**src/rtl/missile_scheduler.sv**
```systemverilog
// Player fire-edge launcher plus a shared-slot enemy missile scheduler (IDLE/COOLDOWN/SELECT/FIRE).
// Define MISSILE_SCHED_FIRE_BUFFER_EN to hold a fire press made while the player missile is still in flight.
module missile_scheduler #(
    parameter int NUM_SLOTS      = 4,
    parameter int NUM_COLS       = 8,
    parameter int ENEMY_COOLDOWN = 60,
    localparam int CW            = $clog2(NUM_COLS)
) (
    input  logic                 frame_clk,
    input  logic                 Reset,
    input  logic                 game_active,
    input  logic                 player_fire,
    input  logic                 player_busy,
    input  logic [NUM_SLOTS-1:0] enemy_busy,
    input  logic [NUM_COLS-1:0]  col_alive,
    output logic                 player_shoot,
    output logic [NUM_SLOTS-1:0] enemy_shoot,
    output logic [CW-1:0]        enemy_col,
    output logic [1:0]           sched_state
);

    typedef enum logic [1:0] {
        ST_IDLE     = 2'd0,
        ST_COOLDOWN = 2'd1,
        ST_SELECT   = 2'd2,
        ST_FIRE     = 2'd3
    } sched_state_t;

    localparam logic [7:0] CD_RELOAD = 8'(ENEMY_COOLDOWN - 1);

    sched_state_t         state_r;
    logic [7:0]           cd_cnt_r;
    logic [CW-1:0]        col_ptr_r;
    logic                 fire_prev_r;
    logic                 fire_edge_s;
    logic                 can_launch_s;
    logic [NUM_SLOTS-1:0] slot_oh_s;
    logic [CW-1:0]        sel_col_s;
    logic [CW-1:0]        next_ptr_s;
`ifdef MISSILE_SCHED_FIRE_BUFFER_EN
    logic                 pending_r;
    logic                 blocked_s;
`endif

    // One-hot of the lowest-index free slot; all-zero when every slot is busy.
    function automatic logic [NUM_SLOTS-1:0] lowest_free(input logic [NUM_SLOTS-1:0] busy);
        logic [NUM_SLOTS-1:0] oh;
        logic                 found;
        oh    = '0;
        found = 1'b0;
        for (int s = 0; s < NUM_SLOTS; s++) begin
            if (!found && !busy[s]) begin
                oh[s] = 1'b1;
                found = 1'b1;
            end
        end
        return oh;
    endfunction

    // First alive column at or after ptr, searching cyclically.
    function automatic logic [CW-1:0] next_alive_col(input logic [NUM_COLS-1:0] alive,
                                                     input logic [CW-1:0]       ptr);
        logic [CW-1:0] sel;
        logic [CW-1:0] cand;
        logic          found;
        int            idx;
        sel   = '0;
        found = 1'b0;
        for (int i = 0; i < NUM_COLS; i++) begin
            idx  = int'(ptr) + i;
            idx  = (idx >= NUM_COLS) ? idx - NUM_COLS : idx;
            cand = CW'(idx);
            if (!found && alive[cand]) begin
                sel   = cand;
                found = 1'b1;
            end
        end
        return sel;
    endfunction

    // Launch qualification and target selection.
    always_comb begin
        fire_edge_s  = player_fire & ~fire_prev_r;
        slot_oh_s    = lowest_free(enemy_busy);
        sel_col_s    = next_alive_col(col_alive, col_ptr_r);
        can_launch_s = (~&enemy_busy) & (|col_alive);
        if (enemy_col == CW'(NUM_COLS - 1)) begin
            next_ptr_s = '0;
        end else begin
            next_ptr_s = enemy_col + CW'(1);
        end
`ifdef MISSILE_SCHED_FIRE_BUFFER_EN
        // The cycle of a launch counts as busy so pulses never sit back to back.
        blocked_s = player_busy | player_shoot;
`endif
    end

    // Player launch path, independent of the enemy scheduler.
    always_ff @(posedge frame_clk) begin
        if (Reset) begin
            fire_prev_r  <= 1'b0;
            player_shoot <= 1'b0;
`ifdef MISSILE_SCHED_FIRE_BUFFER_EN
            pending_r    <= 1'b0;
`endif
        end else begin
            fire_prev_r <= player_fire;
`ifdef MISSILE_SCHED_FIRE_BUFFER_EN
            if ((fire_edge_s || pending_r) && !blocked_s) begin
                player_shoot <= 1'b1;
                pending_r    <= 1'b0;
            end else if (fire_edge_s) begin
                player_shoot <= 1'b0;
                pending_r    <= 1'b1;
            end else begin
                player_shoot <= 1'b0;
                pending_r    <= pending_r;
            end
`else
            player_shoot <= fire_edge_s & ~player_busy;
`endif
        end
    end

    // Enemy scheduler FSM; launch outputs are loaded on entry to FIRE so they align with it.
    always_ff @(posedge frame_clk) begin
        if (Reset) begin
            state_r     <= ST_IDLE;
            cd_cnt_r    <= 8'd0;
            col_ptr_r   <= '0;
            enemy_shoot <= '0;
            enemy_col   <= '0;
        end else begin
            if (state_r == ST_FIRE) begin
                col_ptr_r <= next_ptr_s;
            end else begin
                col_ptr_r <= col_ptr_r;
            end
            if (!game_active) begin
                state_r     <= ST_IDLE;
                cd_cnt_r    <= cd_cnt_r;
                enemy_shoot <= '0;
                enemy_col   <= '0;
            end else begin
                case (state_r)
                    ST_IDLE: begin
                        state_r     <= ST_COOLDOWN;
                        cd_cnt_r    <= CD_RELOAD;
                        enemy_shoot <= '0;
                        enemy_col   <= '0;
                    end
                    ST_COOLDOWN: begin
                        if (cd_cnt_r == 8'd0) begin
                            state_r  <= ST_SELECT;
                            cd_cnt_r <= cd_cnt_r;
                        end else begin
                            state_r  <= ST_COOLDOWN;
                            cd_cnt_r <= cd_cnt_r - 8'd1;
                        end
                        enemy_shoot <= '0;
                        enemy_col   <= '0;
                    end
                    ST_SELECT: begin
                        cd_cnt_r <= cd_cnt_r;
                        if (can_launch_s) begin
                            state_r     <= ST_FIRE;
                            enemy_shoot <= slot_oh_s;
                            enemy_col   <= sel_col_s;
                        end else begin
                            state_r     <= ST_SELECT;
                            enemy_shoot <= '0;
                            enemy_col   <= '0;
                        end
                    end
                    ST_FIRE: begin
                        state_r     <= ST_COOLDOWN;
                        cd_cnt_r    <= CD_RELOAD;
                        enemy_shoot <= '0;
                        enemy_col   <= '0;
                    end
                    default: begin
                        state_r     <= ST_IDLE;
                        cd_cnt_r    <= 8'd0;
                        enemy_shoot <= '0;
                        enemy_col   <= '0;
                    end
                endcase
            end
        end
    end

    assign sched_state = state_r;

endmodule

```
**config.mk**
```make
export PLATFORM = sky130hd
export DESIGN_NAME = missile_scheduler
export DESIGN_NICKNAME = d
export VERILOG_FILES = /design/src/rtl/missile_scheduler.sv
export SDC_FILE = /design/constraint.sdc
export NUM_CORES = 1
export LEC_CHECK = 0
export ABC_CLOCK_PERIOD_IN_PS = 8500
export CORE_MARGIN = 2
export CORE_UTILIZATION = 25
export CTS_BUF_LIST = sky130_fd_sc_hd__clkbuf_2
export DETAILED_ROUTE_END_ITERATION = 10
export PLACE_DENSITY = 0.49
export SYNTH_ARGS = -nofsm -noshare
export SYNTH_HDL_FRONTEND = slang
export SYNTH_SLANG_ARGS = --single-unit
```
**constraint.sdc**
```tcl
create_clock -name frame_clk -period 8.5 [get_ports frame_clk]
set_input_delay 2.55 -clock frame_clk [delete_from_list [all_inputs] [get_ports frame_clk]]
set_output_delay 2.55 -clock frame_clk [all_outputs]
set_load 0.005 [all_outputs]
```
**Word-level counts from Yosys, hierarchy flattened**

Index checks and enable logic that the tools add are counted.

- Output and inout bits: 10
- Logic and storage cells: 138
- Register bits: 22

- Magnitude comparators: 16
- Muxes and demuxes: 55
- Add/subtract/negate cells: 17
- Bitwise gates (word level): 7
- Reductions and logical operators: 31
- Eq/ne operators: 5

Operator list:

| operator | count |
|---|---|
| $mux 3 | 18 |
| $lt 3x4->1 const B | 8 |
| $ge 4x4->1 const B | 7 |
| $bmux 1 s3 | 8 |
| $sub 3x1->3 const B | 8 |
| $mux 1 | 22 |
| $add 3x3->4 const B | 4 |
| $pmux 8 s2 | 1 |
| $logic_not 1->1 | 13 |
| $logic_and 1x1->1 | 10 |
| $add 3x2->4 const B | 2 |
| $logic_not 8->1 | 1 |
| $mux 8 | 1 |
| $pmux 4 s2 | 1 |
| $reduce_or 8->1 | 1 |
| $sub 8x1->8 const B | 1 |
| $pmux 2 s3 | 1 |
| $pmux 3 s2 | 1 |
| $add 3x1->4 const B | 1 |
| $eq 2x2->1 const B | 2 |
| $ge 3x4->1 const B | 1 |
| $mux 4 | 1 |
| $not 1->1 | 4 |
| $reduce_and 4->1 | 1 |
| other kinds (10) | 13 |

**Depth between registers and ports, before layout**

Gate-level depths: netlist of run 1.

- Depth in word-level cells: 28
- Depth in mapped cells: 12
- Mapped depth without buffers: 8

**Worst setup path after synthesis of run 1**

OpenSTA, ideal clock, no wires.

- Path type: input-to-reg
- From: input col_alive[4]
- To: register enemy_col[1]
- Stages on the path: 6
- Library setup time: 0.128 ns
- Path slack: 4.273 ns
- Arrival time: 4.098 ns
- Path buffers: 1
- Path through: clkbuf_1 -> mux4_2 -> mux2_2 -> a211o_1 -> a221oi_2 -> a221oi_2

- Longest elaborated chain between the ends: 26
- Elaborated cells on any way between the ends: 49

RTL lines:

| item | RTL line | source |
|---|---|---|
| start, declared | 15 | `input logic [NUM_COLS-1:0] col_alive,` |
| $bmux 1 s3 | 73 | `if (!found && alive[cand]) begin` |
| $mux 1 (implied by the code) | 73 |  |
| $mux 1 | 73 |  |
| $logic_not 1->1 | 73 |  |
| $logic_and 1x1->1 | 73 |  |
| $mux 1 | 73 |  |
| $logic_not 1->1 | 73 |  |
| $logic_and 1x1->1 | 73 |  |
| [10 not listed] | n/a |  |
| $logic_not 1->1 | 73 |  |
| $logic_and 1x1->1 | 73 |  |
| $mux 1 | 73 |  |
| $logic_not 1->1 | 73 |  |
| $logic_and 1x1->1 | 73 |  |
| $mux 3 | 73 |  |
| $mux 3 (*) | 165 | `if (can_launch_s) begin` |
| $pmux 3 s2 (*) | 145 | `case (state_r)` |
| end signal, assigned | 168 | `enemy_col <= sel_col_s;` |
| end, declared | 18 | `output logic [CW-1:0] enemy_col,` |

Every way passes the cells marked *; elsewhere a longest branch is shown, timed or not. The select of a mux whose other input is x is not followed.
A chain may end at the register's enable or synchronous reset.

**Worst setup path in the final report of run 1**

- From: input col_alive[7]
- To: register enemy_col[1]

The elaborated chain is that of the path after synthesis.

==> results of run 1 <==
critical path, cell delays in order:
cell and delay (ns):
clkdlybuf4s50_1 0.61, mux4_1 0.59, mux2i_1 0.22, a22oi_2 0.13, nor3_4 0.34, a221oi_2 0.11
a221oi_2 0.26
layout by cell type (no fill, tap or decap), types with 7 or more instances in the layout:
master,n
nand2_1,10
a21oi_1,14
nand2b_1,9
dfxtp_1,22
ha_1,9
nor3_1,7
o21ai_0,7
mux4_2,15
nor2_1,11
inv_1,9
clkdlybuf4s50_1,26
mux2i_1,13
where the power goes:
group	switching, mW	internal (mW)
registers	0.00382	0.107
logic	0.0305	0.0289
clock network	0.0311	0.00961
total	0.0654	0.146
area by class of cell:
class,count,area (µm²)
fill,805,5453
multi-input combinational,161,1459
sequential,22,440.4
inverter,10,37.54
timing repair buffer,28,275.3
tap,102,127.6
clock buffer,3,15.01
worst paths after layout:
kind | start | end | slack, ns | depth (start not counted)
max reg2reg | col_ptr_r[0] | enemy_col[1] | 5.26 | 9
min | fire_prev_r | player_shoot | 0.40 | 1
max | col_alive[7] | enemy_col[1] | 3.94 | 7
min reg2reg | fire_prev_r | player_shoot | 0.40 | 1
cells in the mapped netlist, types with 2 or more instances:
cell / number
a211o_1: 2
a211oi_1: 3
a21oi_1: 14
a221oi_2: 2
a311oi_1: 3
a31oi_1: 3
buf_2: 3
buf_6: 4
clkbuf_1: 6
dfxtp_1: 22
ha_1: 9
inv_1: 9
mux2_2: 4
mux2i_1: 13
mux4_1: 3
mux4_2: 15
nand2_1: 10
nand2b_1: 9
nand3_1: 5
nand3b_1: 3
nor2_1: 11
nor2b_1: 3
nor3_1: 7
nor3b_1: 4
nor4_1: 5
o21ai_0: 7
o22ai_1: 2
cells by family (layout without fill, tap and decap cells):
group / Yosys count / after routing / share of synthesized area (%)
compound gates: 47 / 47 / 16.39
xor+xnor: 3 / 3 / 1.658
fa+ha+maj: 9 / 9 / 5.525
buf+inv: 25 / 41 / 6.813
flops: 22 / 22 / 21.61
mux: 36 / 36 / 29.77
simple gates: 66 / 66 / 18.23
per-stage QoR:
step	hold slack [ns]	area [µm²]
after detailed placement	0.3862	2340
after global routing	0.4321	2355
final	0.4023	2355
after floorplan	0.3714	2038
after global placement	0.3814	2340
after CTS	0.4100	2355
layer usage:
metal  global-route usage [%]  wire, µm  part of all wire [%]  up-vias
met5                        0         0                     0        -
met4                    1.449        16                  0.33        0
met3                    2.247       220                   4.5        2
met2                    18.51      2306                    47       41
met1                    16.54      2377                    48      867
li1                         -         -                     -      840
flip-flops by register name (all words and copies together) (netlist names):
register,cells
fire_prev_r,1
enemy_col,3
sched_state,2
player_shoot,1
enemy_shoot,4
cd_cnt_r,8
col_ptr_r,3
==> qor.csv, run 1 <==
metric;value;unit
rows;32;
ctsHoldBuffers;0;
grt-ovfl-total;0;
crit_path_max_fanout;11;
cts.sinks;22;
drc;0;
drt-initial-drc-count;136;
finalCritPeriodShare;53.61;%
insertion_delay;0.33;ns
drv_cap;0;
die-area;8891;µm²
synth_flop_cell;dfxtp_1;
finalCriticalPeriod;4.557;ns
synth_nets;234;
synthCells;208;
cts_buffer_depth;2;
fmax;219.4;MHz
grt_pass1_vias;1626;
grt_pass1_wl;8369;µm
gp_congestion;0.8094;
cts-resized-gates;0;
wirelength;4919;µm
finalClockSkew;0.02493;ns
antenna_found_initial;0;
cts_buffers;3;
syn_area_per_cell;9.799;µm²
cts_root_buf;clkbuf_2;
fp.dieH;94.29;µm
area_growth;15.53;%
setup_viol;0;
yosysWarnings;0;
tns;0;ns
async_flop_share;0;%
synth_top_area_share;21.61;%
dp.cells;323;
core_area;7807;µm²
worstSetupStartpointType;input port;
yosys.area.top_type;dfxtp_1;
nets;252;
grt_usage;11.56;%
die_w;94.29;µm
syn_area;2038;µm²
leakagePower;0.7998;nW
ioPinCount;27;
synth_edf_count;0;
antenna_left;0;
utilization;30.16;%
via_count;1750;
h-tree-depth;1;
rsz0062_at_grt;no;
powerDensity;89.71;nW/µm²
pre_cts_slack;3.647;ns
slew_headroom;45.88;%
wire_per_inst;15.09;µm
drive_gt1_share;14.73;%
fin_cells;326;
io_buffers;26;
setup.worst_path.end_class;register;
start_util;26.11;%
finalPower;0.2113;mW
num_antenna_cells;0;
hold_viol;0;
cts_tree;built;
seq_area_frac_synth;21.61;%
synth-seq-cells;22;
clk_pin_slew;0.18;ns
cp_data_arrival_time;4.80;ns
cts_post_setup_buffers_inserted;0;
outcome;complete, no violations;
tightest_slew;0.8106;ns
vdd.ir_drop.worst;0.05043;mV
critPathRequiredTime;8.75;ns
finalWorstSetupSlack;3.943;ns
synth.distinct_cells;54;
path_class;input port to register;
vias_per_cell;5.368;
slew_violations;0;
post-dp-hpwl;3611;µm
drtPass1Iterations;4;
hold_path_class;register to register;
grt_max_degree;21;
synth_area_leaders;dfxtp_1 22%, mux4_2 17%, mux2i_1 6.4%;
Note: power is estimated with default switching activity, not from simulation.
==> inputs of run 2 (changes only) <==
- ABC_CLOCK_PERIOD_IN_PS: 8500 -> 4650
- clock period: 8.5 -> 4.65 ns (I/O delays scaled with it)
==> qor.csv, run 2 (synthesis results as in run 1) <==
metric;value;unit
insertion_delay;0.32;ns
tns;0;ns
cts_post_setup_buffers_inserted;0;
largest_reg_flops;8;
fin_cells;326;
fillers;827;
slew_violations;0;
area_growth;15.53;%
powerDensity;164.2;nW/µm²
critPathRequiredTime;4.87;ns
wire_per_inst;15.06;µm
cts.sinks;22;
cts_buffer_depth;2;
final_cell_mix;26 x clkdlybuf4s50_1, 22 x dfxtp_1, 15 x mux4_2;
leakagePower;0.7998;nW
grt_pass1_vias;1606;
start_util;26.11;%
h-tree-depth;1;
worstSetupStartpointType;input port;
largest_register;cd_cnt_r;
vias_per_cell;5.255;
core_area;7807;µm²
nets;252;
cts_tree;built;
drc;0;
wirelength;4910;µm
clk_pin_slew;0.20;ns
setup_viol;0;
grt_pass1_wl;8307;µm
hold_path_class;register to register;
die-area;8891;µm²
grt-ovfl-total;0;
cts-resized-gates;0;
grt_use_met1;16.80;%
tightest_slew;0.7783;ns
grt_max_degree;21;
dp.cells;323;
drt-initial-drc-count;142;
path_class;input port to register;
drive_gt1_share;14.73;%
ctsHoldBuffers;0;
grt_usage;11.68;%
final_common_cell;clkdlybuf4s50_1;
fp.dieH;94.29;µm
finalCriticalPeriod;3.362;ns
io_buffers;26;
slew_headroom;48.00;%
gp_congestion;0.8255;
hold_viol;0;
finalCritPeriodShare;72.30;%
drtPass1Iterations;4;
drv_cap;0;
grt_busiest_layer;met2;
antenna_left;0;
use_met3;2.167;%
vdd.ir_drop.worst;0.06510;mV
multiInputGateArea;1459;µm²
rsz0062_at_grt;no;
cts_buffers;3;
rows;32;
die_w;94.29;µm
post-dp-hpwl;3651;µm
cts_root_buf;clkbuf_2;
cp_data_arrival_time;3.59;ns
top_regs;cd_cnt_r: 8 flops, enemy_shoot: 4 flops;
finalClockSkew;0.006878;ns
fmax;297.4;MHz
via_count;1713;
antenna_found_initial;0;
num_antenna_cells;0;
grt_use_met2;18.45;%
seqCellArea;440.4;µm²
outcome;complete, no violations;
ioPinCount;27;
setup.worst_path.end_class;register;
crit_path_max_fanout;11;
## run 2: cell counts in the layout (fill, tap and decap cells not counted)
No cell type changed its count.
## run 2: layout make-up
type	instances	share of cell area [%]
clock buffers	3	0.6376
inverters	10	1.594
multi-input cells	161	61.96
flip-flops and latches	22	18.70
well taps	102	5.420
repair buffers	28	11.69
## run 2: path summary, 6_finish.rpt
| kind | cells past startpoint | from | to | slack [ns] |
|---|---|---|---|---|
| worst max-delay path | 6 | col_alive[5] | enemy_col[1] | 1.29 |
| worst min-delay path | 1 | fire_prev_r | player_shoot | 0.40 |
| worst max register to register | 9 | col_ptr_r[0] | enemy_col[1] | 1.52 |
| worst min register to register | 1 | fire_prev_r | player_shoot | 0.40 |
## run 2: through the flow
| stage | utilization, % | area, µm² | power, mW | worst slack, ns | hold WS (ns) |
|---|---|---|---|---|---|
| 6_report | 30.16 | 2355 | 0.3866 | 1.288 | 0.4016 |
| 5_1_grt | 30.16 | 2355 | 0.4145 | 1.229 | 0.4187 |
| 4_1_cts | 30.16 | 2355 | 0.3958 | 1.342 | 0.4088 |
| 3_5_place_dp | 29.97 | 2340 | 0.3152 | 0.9500 | 0.3842 |
| 3_3_place_gp | 29.97 | 2340 | 0.3151 | 0.9702 | 0.3802 |
| 2_1_floorplan | - | 2038 | 0.2769 | 1.578 | 0.3714 |
## run 2: where the power goes
| group | switching, mW | internal [mW] |
|---|---|---|
| Clock | 0.0571 | 0.0176 |
| Combinational | 0.0557 | 0.0529 |
| Sequential | 0.00729 | 0.196 |
| Total | 0.120 | 0.267 |
## run 2: per-layer routing
metal	wire length (µm)	share of wire, %	up-vias
li1	-	-	835
met1	2293	47	828
met2	2378	48	46
met3	194	4.0	4
met4	43	0.88	0
met5	0	0	-
## run 2: critical path, cell delays in order
cell	delay, ns
clkdlybuf4s50_1	0.60
mux4_2	0.58
mux2_2	0.32
a211o_1	0.33
a221oi_2	0.27
a221oi_2	0.10
==> inputs of run 3 (changes only) <==
- ABC_CLOCK_PERIOD_IN_PS: 4650 -> 2750
- PLACE_DENSITY: 0.49 -> 0.5
- clock period: 4.65 -> 2.75 ns (I/O delays scaled with it)
==> qor.csv, run 3 (synthesis results as in run 1) <==
metric;value;unit
outcome;complete, no violations;
cp_data_arrival_time;2.85;ns
slew_headroom;68.26;%
tns;0;ns
insertion_delay;0.33;ns
cts.sinks;22;
wire_per_inst;14.51;µm
cts_buffers;3;
post-dp-hpwl;3970;µm
drive_gt1_share;24.51;%
via_count;1847;
cts_root_buf;clkbuf_2;
die-area;8891;µm²
ioPinCount;27;
grt_max_degree;20;
drv_cap;0;
cts_tree;built;
powerDensity;263.7;nW/µm²
cts_post_setup_buffers_inserted;0;
setup_viol;0;
cts_buffer_depth;2;
slew_violations;0;
crit_path_max_fanout;5;
area_growth;26.95;%
start_util;26.11;%
dr_wl_met2;2503;µm
worstSetupStartpointType;register;
finalPower;0.6823;mW
finalClockSkew;0.01782;ns
vias_per_cell;5.203;
wirelength;5150;µm
drc;0;
drt-met1-wl;2408;µm
leakagePower;1.000;nW
top_layer;met4;
final_common_cell;buf_4;
finalWorstSetupSlack;0.1567;ns
critPathRequiredTime;3.00;ns
drt-initial-drc-count;104;
path_class;register to register;
hold_viol;0;
antenna_found_initial;0;
drtPass1Iterations;4;
grt_pass1_wl;8514;µm
gp_congestion;0.8241;
largest_register;cd_cnt_r;
rows;32;
hold_path_class;register to register;
fmax;385.6;MHz
finalCritPeriodShare;94.30;%
ctsHoldBuffers;0;
wl_met3;221;µm
clk_pin_slew;0.22;ns
vdd.ir_drop.worst;0.1630;mV
final_cell_mix;30 x buf_4, 22 x dfxtp_1, 18 x clkdlybuf4s50_1;
top_regs;cd_cnt_r: 8 flops, enemy_shoot: 4 flops;
die_w;94.29;µm
grt-ovfl-total;0;
antenna_left;0;
grt_pass1_vias;1771;
rsz0062_at_grt;no;
fp.dieH;94.29;µm
tightest_slew;0.4718;ns
core_area;7807;µm²
grt_usage;11.81;%
num_antenna_cells;0;
h-tree-depth;1;
largest_reg_flops;8;
whs;0.4066;ns
nets;280;
finalCriticalPeriod;2.593;ns
pre_cts_slack;-0.3797;ns
io_buffers;26;
setup.worst_path.end_class;register;
## run 3: layout make-up
type,instances,area (µm²)
fillers,826,5220
multi-input cells,161,1461
repair buffers,56,501.7
flip-flops and latches,22,440.4
well taps,102,127.6
inverters,10,37.54
clock buffers,3,15.01
clock inverters,1,3.754
## run 3: final timing paths
path	from	to	slack, ns	cells past startpoint
worst min register to register	fire_prev_r	player_shoot	0.41	1
worst max-delay path	col_ptr_r[1]	enemy_col[2]	0.16	9
worst min-delay path	fire_prev_r	player_shoot	0.41	1
worst max register to register	col_ptr_r[1]	enemy_col[2]	0.16	9
## run 3: per-layer routing
metal	vias to the layer above	track usage (%)
met5	-	0
met4	0	1.449
met3	4	2.729
met2	42	19.70
met1	909	15.98
li1	892	-
## run 3: report_power, final
part	switching, mW	leakage, nW	internal, mW	total [mW]
Clock	0.0996	0.0140	0.0316	0.131
Combinational	0.0997	0.807	0.108	0.208
Sequential	0.0118	0.180	0.332	0.344
## run 3: through the flow
step,instances,cell area [µm²],utilization (%)
6_report,355,2587,33.14
5_1_grt,355,2587,33.14
4_1_cts,355,2567,32.88
3_5_place_dp,351,2550,32.66
3_3_place_gp,351,2550,32.66
2_1_floorplan,208,2041,-
## run 3: what timing repair did
action                     CTS  global route
pin swaps                    0             0
setup endpoints to repair    1             3
resized for setup            1             8
## run 3: critical path, stage by stage, from the launching register on
cell and delay, ns:
dfxtp_1 0.38, inv_1 0.08, ha_2 0.41, buf_4 0.17
mux4_1 0.59, a22oi_1 0.26, nand3_1 0.12, a211oi_1 0.28
a311o_1 0.17, o21ai_1 0.06
